`src/rtl/md4_pkg.sv`:
```
// Shared constants and FSM state type for the MD4 message padder.
package md4_pkg;

   localparam int unsigned MD4_BLOCK_BYTES = 64;
   localparam int unsigned MD4_BLOCK_W     = MD4_BLOCK_BYTES * 8;
   localparam int unsigned MD4_LEN_OFFSET  = 56;
   localparam logic [7:0]  MD4_PAD_BYTE    = 8'h80;
   localparam int unsigned MD4_LEN_W       = 64;
   localparam int unsigned MD4_POS_W       = 6;

   typedef enum logic [2:0] {
      StIdle,
      StFill,
      StPad,
      StLen,
      StEmit
   } md4_pad_state_t;

endpackage

```
`src/rtl/md4_msg_padder_if.sv`:
```
// Byte-stream input and 512-bit block output of the MD4 padder.
interface md4_msg_padder_if;
   import md4_pkg::*;

   logic                   in_valid;
   logic                   in_ready;
   logic [7:0]             in_data;
   logic                   in_last;
   logic                   in_empty;
   logic                   blk_valid;
   logic                   blk_ready;
   logic [MD4_BLOCK_W-1:0] blk_data;
   logic                   blk_last;

   // Driver of the byte stream and consumer of blocks.
   modport master (
      output in_valid, in_data, in_last, in_empty, blk_ready,
      input  in_ready, blk_valid, blk_data, blk_last
   );

   // The padder itself.
   modport slave (
      input  in_valid, in_data, in_last, in_empty, blk_ready,
      output in_ready, blk_valid, blk_data, blk_last
   );

endinterface

```
`src/rtl/md4_pad_fill.sv`:
```
// Combinational block finisher: 0x80 at i_pad_pos, zeros above it, optional length in bytes 56..63.
module md4_pad_fill
   import md4_pkg::*;
(
   input  logic [MD4_BLOCK_W-1:0] i_buf,
   input  logic [MD4_POS_W:0]     i_pad_pos,
   input  logic [MD4_LEN_W-1:0]   i_len,
   input  logic                   i_ins_len,
   output logic [MD4_BLOCK_W-1:0] o_blk
);

   // i_pad_pos == MD4_BLOCK_BYTES means no pad byte (length-only block).
   always_comb begin
      o_blk = i_buf;
      for (int j = 0; j < MD4_BLOCK_BYTES; j++) begin
         if ((MD4_POS_W + 1)'(j) == i_pad_pos) begin
            o_blk[8*j +: 8] = MD4_PAD_BYTE;
         end else if ((MD4_POS_W + 1)'(j) > i_pad_pos) begin
            o_blk[8*j +: 8] = 8'h00;
         end
      end
      if (i_ins_len) begin
         o_blk[8*MD4_LEN_OFFSET +: MD4_LEN_W] = i_len;
      end
   end

endmodule

```
`src/rtl/md4_msg_padder.sv`:
```
// MD4 message padder: collects bytes into 64-byte blocks, appends 0x80/zeros/bit length.
module md4_msg_padder
   import md4_pkg::*;
#(
   parameter int unsigned LEN_W = MD4_LEN_W
) (
   input logic              clk,
   input logic              rst_n,
   md4_msg_padder_if.slave  bus
);

   localparam int unsigned CNT_W = LEN_W - 3;

   md4_pad_state_t         r_state, w_state_nxt;
   logic [MD4_POS_W-1:0]   r_pos, w_pos_nxt;
   logic [CNT_W-1:0]       r_byte_cnt, w_byte_cnt_nxt;
   logic [MD4_BLOCK_W-1:0] r_buf, w_buf_nxt;
   logic [MD4_BLOCK_W-1:0] r_blk_data, w_blk_data_nxt;
   logic                   r_blk_last, w_blk_last_nxt;
   logic                   r_full, w_full_nxt;
   logic                   r_len_pend, w_len_pend_nxt;
   logic                   r_pad_pend, w_pad_pend_nxt;

   logic                   w_in_ready;
   logic                   w_accept;
   logic [MD4_BLOCK_W-1:0] w_buf_wr;
   logic [MD4_BLOCK_W-1:0] w_fill;
   logic [MD4_POS_W:0]     w_fill_pos;
   logic                   w_ins_len;
   logic [LEN_W-1:0]       w_len;

   // Gated by rst_n so in_ready is low for the whole reset interval.
   assign w_in_ready    = rst_n && ((r_state == StIdle) || (r_state == StFill));
   assign w_accept      = bus.in_valid && w_in_ready;
   assign bus.in_ready  = w_in_ready;
   assign bus.blk_valid = (r_state == StEmit);
   assign bus.blk_data  = r_blk_data;
   assign bus.blk_last  = r_blk_last;
   assign w_len         = {r_byte_cnt, 3'b000};

   always_comb begin
      w_buf_wr = r_buf;
      w_buf_wr[{r_pos, 3'b000} +: 8] = bus.in_data;
   end

   assign w_fill_pos = (r_state == StLen) ? (MD4_POS_W + 1)'(MD4_BLOCK_BYTES) : {1'b0, r_pos};
   assign w_ins_len  = (r_state == StLen) || (r_pos <= MD4_POS_W'(MD4_LEN_OFFSET - 1));

   md4_pad_fill u_pad_fill (
      .i_buf     (r_buf),
      .i_pad_pos (w_fill_pos),
      .i_len     (w_len),
      .i_ins_len (w_ins_len),
      .o_blk     (w_fill)
   );

   always_comb begin
      w_state_nxt    = r_state;
      w_pos_nxt      = r_pos;
      w_byte_cnt_nxt = r_byte_cnt;
      w_buf_nxt      = r_buf;
      w_blk_data_nxt = r_blk_data;
      w_blk_last_nxt = r_blk_last;
      w_full_nxt     = r_full;
      w_len_pend_nxt = r_len_pend;
      w_pad_pend_nxt = r_pad_pend;
      unique case (r_state)
         StIdle, StFill: begin
            if (w_accept) begin
               w_buf_nxt      = w_buf_wr;
               w_pos_nxt      = r_pos + MD4_POS_W'(1);
               w_byte_cnt_nxt = r_byte_cnt + CNT_W'(1);
               if (bus.in_last) begin
                  w_full_nxt  = (r_pos == '1);
                  w_state_nxt = StPad;
               end else if (r_pos == '1) begin
                  w_blk_data_nxt = w_buf_wr;
                  w_blk_last_nxt = 1'b0;
                  w_state_nxt    = StEmit;
               end else begin
                  w_state_nxt = StFill;
               end
            end else if ((r_state == StIdle) && bus.in_empty) begin
               w_state_nxt = StPad;
            end
         end
         StPad: begin
            // A final byte at position 63 leaves a full data block to flush first.
            if (r_full) begin
               w_blk_data_nxt = r_buf;
               w_blk_last_nxt = 1'b0;
               w_full_nxt     = 1'b0;
               w_pad_pend_nxt = 1'b1;
            end else begin
               w_blk_data_nxt = w_fill;
               w_blk_last_nxt = w_ins_len;
               w_len_pend_nxt = !w_ins_len;
            end
            w_state_nxt = StEmit;
         end
         StLen: begin
            w_blk_data_nxt = w_fill;
            w_blk_last_nxt = 1'b1;
            w_len_pend_nxt = 1'b0;
            w_state_nxt    = StEmit;
         end
         StEmit: begin
            if (bus.blk_ready) begin
               w_buf_nxt = '0;
               if (r_blk_last) begin
                  w_byte_cnt_nxt = '0;
                  w_pos_nxt      = '0;
                  w_state_nxt    = StIdle;
               end else if (r_len_pend) begin
                  w_state_nxt = StLen;
               end else if (r_pad_pend) begin
                  w_pad_pend_nxt = 1'b0;
                  w_state_nxt    = StPad;
               end else begin
                  w_state_nxt = StFill;
               end
            end
         end
         default: w_state_nxt = StIdle;
      endcase
   end

   always_ff @(posedge clk or negedge rst_n) begin
      if (!rst_n) begin
         r_state    <= StIdle;
         r_pos      <= '0;
         r_byte_cnt <= '0;
         r_buf      <= '0;
         r_blk_data <= '0;
         r_blk_last <= 1'b0;
         r_full     <= 1'b0;
         r_len_pend <= 1'b0;
         r_pad_pend <= 1'b0;
      end else begin
         r_state    <= w_state_nxt;
         r_pos      <= w_pos_nxt;
         r_byte_cnt <= w_byte_cnt_nxt;
         r_buf      <= w_buf_nxt;
         r_blk_data <= w_blk_data_nxt;
         r_blk_last <= w_blk_last_nxt;
         r_full     <= w_full_nxt;
         r_len_pend <= w_len_pend_nxt;
         r_pad_pend <= w_pad_pend_nxt;
      end
   end

endmodule

```
`src/flat_wrapper.sv`:
```
// flat-port wrapper written by rule: the top's interface ports become plain ports
module md4_msg_padder_flat import md4_pkg::*;
#(
   parameter int unsigned LEN_W = MD4_LEN_W
)
  (clk, rst_n, bus_in_valid, bus_in_data, bus_in_last, bus_in_empty, bus_blk_ready, bus_in_ready, bus_blk_valid, bus_blk_data, bus_blk_last);
  md4_msg_padder_if bus_i ();
  input logic clk;
  input logic rst_n;
  input wire logic [$bits(bus_i.in_valid)-1:0] bus_in_valid;
  input wire logic [$bits(bus_i.in_data)-1:0] bus_in_data;
  input wire logic [$bits(bus_i.in_last)-1:0] bus_in_last;
  input wire logic [$bits(bus_i.in_empty)-1:0] bus_in_empty;
  input wire logic [$bits(bus_i.blk_ready)-1:0] bus_blk_ready;
  output wire logic [$bits(bus_i.in_ready)-1:0] bus_in_ready;
  output wire logic [$bits(bus_i.blk_valid)-1:0] bus_blk_valid;
  output wire logic [$bits(bus_i.blk_data)-1:0] bus_blk_data;
  output wire logic [$bits(bus_i.blk_last)-1:0] bus_blk_last;
  assign bus_i.in_valid = bus_in_valid;
  assign bus_i.in_data = bus_in_data;
  assign bus_i.in_last = bus_in_last;
  assign bus_i.in_empty = bus_in_empty;
  assign bus_i.blk_ready = bus_blk_ready;
  assign bus_in_ready = bus_i.in_ready;
  assign bus_blk_valid = bus_i.blk_valid;
  assign bus_blk_data = bus_i.blk_data;
  assign bus_blk_last = bus_i.blk_last;
  md4_msg_padder #(.LEN_W(LEN_W)) u_core (.clk(clk), .rst_n(rst_n), .bus(bus_i));
endmodule
```
`config.mk`:
```
export PLATFORM = sky130hd
export DESIGN_NAME = md4_msg_padder_flat
export DESIGN_NICKNAME = d
export VERILOG_FILES = /design/src/rtl/md4_pkg.sv /design/src/rtl/md4_msg_padder_if.sv /design/src/rtl/md4_pad_fill.sv /design/src/rtl/md4_msg_padder.sv /design/src/flat_wrapper.sv
export SDC_FILE = /design/constraint.sdc
export NUM_CORES = 2
export LEC_CHECK = 0
export ABC_CLOCK_PERIOD_IN_PS = 6150
export BUFFER_PORTS_ARGS = -buffer_cell sky130_fd_sc_hd__clkbuf_2
export CAP_MARGIN = 20
export CORE_MARGIN = 3
export CORE_UTILIZATION = 50
export DETAILED_ROUTE_END_ITERATION = 7
export PLACE_DENSITY = 0.7
export SLEW_MARGIN = 20
export SYNTH_ARGS = -nofsm -noshare
export SYNTH_HDL_FRONTEND = slang
export SYNTH_SLANG_ARGS = --single-unit
```
`constraint.sdc`:
```
create_clock -name clk -period 6.15 [get_ports clk]
set_input_delay 1.23 -clock clk [delete_from_list [all_inputs] [get_ports clk]]
set_output_delay 1.23 -clock clk [all_outputs]
set_load 0.01 [all_outputs]
```
==> impl_metrics.tcl <==
set metrics [dict create \
    outcome "complete, but fails checks" \
    violations "DRC" \
    ys_dominant_reg_cell "dfrtp_1" \
    worstPathRequired_ns 6.75 \
    antenna_found_initial 5 \
    yosysWarnings 0 \
    syn-mean-instance-area_um2 11.2 \
    endpoint_kind "flop" \
    synth_cells 4205 \
    gp_congestion 1.06 \
    cts_max_path_buffers 3 \
    synth_top_area_share_pct 58.4 \
    netlist_area_mm2 0.0470 \
    hold_buffers 0 \
    cp_max_fo 18 \
    cts_made_buffers 112 \
    clk_latency_ns 0.74 \
    synth.yosys.seq_area_share_pct 58.4 \
    clock_tree.root_cell "clkbuf_16" \
    worst_pin_slew_ns 1.20 \
    hpwl_um 123000 \
    relSlewSlack_pct 19.9 \
    post-route-cell-area_mm2 0.0548 \
    routedWlPerCell_um 29.9 \
    syn_to_final_growth_pct 16.5 \
    finalMaxSlewViolations 0 \
    power_density_mw_per_mm2 429 \
    htreeDepth 3 \
    grt_pass1_wl_um 263000 \
    postPlaceCellArea_mm2 0.0509 \
    max_freq_ghz 0.229 \
    fill_cells 7695 \
    die-width_um 313 \
    vdd_drop_max_mv 0.311 \
    post-route-min-period_ns 4.37 \
    grt_max_degree 192 \
    drtIter0Drc 5849 \
    async_reset_ff_share_pct 100 \
    cts_setup_buffers 0 \
    skew_ns 0.0409 \
    ys_top_cells_by_area "dfrtp_1 (58%), a22o_1 (12%), o21ai_0 (3.8%)" \
    core_area_mm2 0.0925 \
    cp-start-kind "flop" \
    drc 3 \
    via_per_inst 6.75 \
    critical_path_class "reg -> reg" \
    die-area_mm2 0.0978 \
    post-route-period-util_pct 71.1 \
    clk_pin_slew_ns 0.06 \
    first_global_vias 38450 \
    yosys.area.top_type "dfrtp_1" \
    drive_gt1_share_pct 19.5 \
    path_cells "inv_1 > ha_1 > xnor2_2 > o2111ai_1 > nor3_1 > o21ai_1 > a22o_1" \
    p_leak_nw 25.6 \
    setup_violations 0 \
    grt_use_total_pct 35.8 \
    firstDrtPassIters 8 \
    hold_viol 0 \
    drv_cap 0 \
    drtAntennaViolNets 0 \
    cts_num_sinks 1098 \
    tns_ns 0 \
    nets 4669 \
    synth.distinct_cells 97 \
    synth_seq_cells 1098 \
    rows 111 \
    cts_tree "built" \
    die_h_um 313 \
    synth_nets 4224 \
    ioPinCount 529 \
    initial_utilization_pct 50.8 \
    critPathMaxStageDelay_ns 1.12 \
    routed_wirelength_um 179000 \
    synth_edf_count 0 \
    port_buffers 528 \
    cp_slowest_cell "nor3_1" \
    vias 40401 \
    gr-total-overflow 0 \
    ctsResizeCount 0 \
    hold_path_class "in -> async" \
    rsz0062_at_grt "false" \
    cp_data_arrival_time_ns 4.97 \
]
==> layer usage <==
layer  GRT usage (%)  vias to the layer above  share of wire [%]
met1            48.4                    20306                 39
li1                -                    16773                  -
met3            9.44                      577                 11
met5               0                        -                  0
met4            17.2                        0                5.5
met2            53.8                     2745                 45
==> cell usage in the layout (no fill, tap or decap), types with 15 or more instances in the layout <==
cell type  count
and2_1        15
nor3_2        20
a22o_1       630
inv_1         24
a222oi_1      20
or3_1         16
nor3_1        63
clkbuf_1      15
o21ai_1       50
nand4_1       43
a221oi_1      19
a32o_1        29
clkbuf_8      23
o31ai_1       33
mux2i_1      108
nor2_1       250
a21oi_1      144
dfrtp_1     1097
a211oi_1      18
a22oi_1       88
a31oi_1       33
xnor2_1       28
nand2_1      395
or2_2         16
and3_1        20
clkbuf_16    114
a221o_1       29
nand3_1       88
o2bb2ai_1     24
buf_4         93
o21ai_0      354
clkbuf_2     524
==> state kept, by name, indices dropped and copies added (netlist names) <==
name	cells
u_core.r_buf	512
u_core.r_pad_pend	1
u_core.r_state	3
u_core.r_byte_cnt	61
u_core.r_full	1
u_core.bus.blk_data	512
u_core.bus.blk_last	1
u_core.r_len_pend	1
u_core.r_pos	6
==> stage by stage <==
step / setup WS (ns) / total power [mW] / hold WS, ns / utilization [%] / std cells
after floorplan: 3.10 / 12.7 / 0.439 / - / 4205
after global placement: 2.12 / 16.1 / 0.461 / 55.1 / 5777
after detailed placement: 1.98 / 16.1 / 0.459 / 55.1 / 5777
after CTS: 1.97 / 23.2 / 0.386 / 59.2 / 5977
after global routing: 1.70 / 24.1 / 0.403 / 59.2 / 5982
final: 1.78 / 23.5 / 0.394 / 59.2 / 5984
==> synth_stat cells (18+ instances only) <==
master     count
nand2_1      396
inv_1         24
o21ai_0      354
a221oi_1      19
o31ai_1       33
nand3_1       88
a221o_1       29
a222oi_1      20
clkbuf_1     203
nand4_1       43
nor2_1       253
buf_2         66
o2bb2ai_1     24
a22o_1       630
a21oi_1      147
a32o_1        29
xnor2_1       30
and3_1        20
o21ai_1       50
nor3_1        64
a211oi_1      18
a31oi_1       33
a22oi_1       88
mux2i_1      108
dfrtp_1     1098
nor3_2        19
==> power breakdown <==
group / switching (mW) / internal, mW
clock: 3.02 / 4.10
sequential: 0.641 / 7.77
combinational: 6.23 / 1.77
==> area by class of cell <==
cell class | count | area (um^2) | share of cell area, %
clock buffer | 152 | 3230 | 5.89
tap | 1243 | 1560 | 2.84
multi-input combinational | 2782 | 18300 | 33.4
inverter | 27 | 101 | 0.185
timing repair buffer | 629 | 3510 | 6.41
antenna | 5 | 12.5 | 0.0228
sequential | 1098 | 27500 | 50.1
clock inverter | 48 | 597 | 1.09
==> cells by family (layout without fill, tap and decap cells) <==
| group | count (synthesis) | after routing | share of synthesized area [%] |
|---|---|---|---|
| AO/OA/AOI/OAI | 1593 | 1593 | 24.9 |
| XOR/XNOR | 43 | 43 | 0.833 |
| adder cells (fa/ha/maj) | 5 | 5 | 0.133 |
| buffers and inverters | 325 | 856 | 2.88 |
| flip-flops | 1098 | 1098 | 58.4 |
| multiplexers | 119 | 119 | 2.56 |
| other | 0 | 5 | 0 |
| AND/OR/NAND/NOR | 1022 | 1022 | 10.2 |
==> worst max-delay path, delay by kind of cell (launching register included) <==
family	cells	cell delay (ns)
AOI/OAI and AO/OA	3	1.37
and+or+nand+nor	1	1.12
xor gates and xnor gates	1	0.91
adders and majority gates	1	0.41
DFF	1	0.34
buffers and inverters	1	0.09
==> final timing paths <==
path	cells after the start	slack [ns]	from	end
worst max-delay path	7	1.78	u_core.r_pos[1]	u_core.r_buf[466]
worst min-delay path	1	0.39	rst_n	u_core.bus.blk_data[30]
worst max register to register	7	1.78	u_core.r_pos[1]	u_core.r_buf[466]
worst min register to register	1	0.47	u_core.r_buf[56]	u_core.bus.blk_data[56]
max in group asynchronous	3	3.35	rst_n	u_core.bus.blk_data[315]
min in group clk	1	0.47	u_core.r_buf[56]	u_core.bus.blk_data[56]
Power figures use the tool's default switching activity.
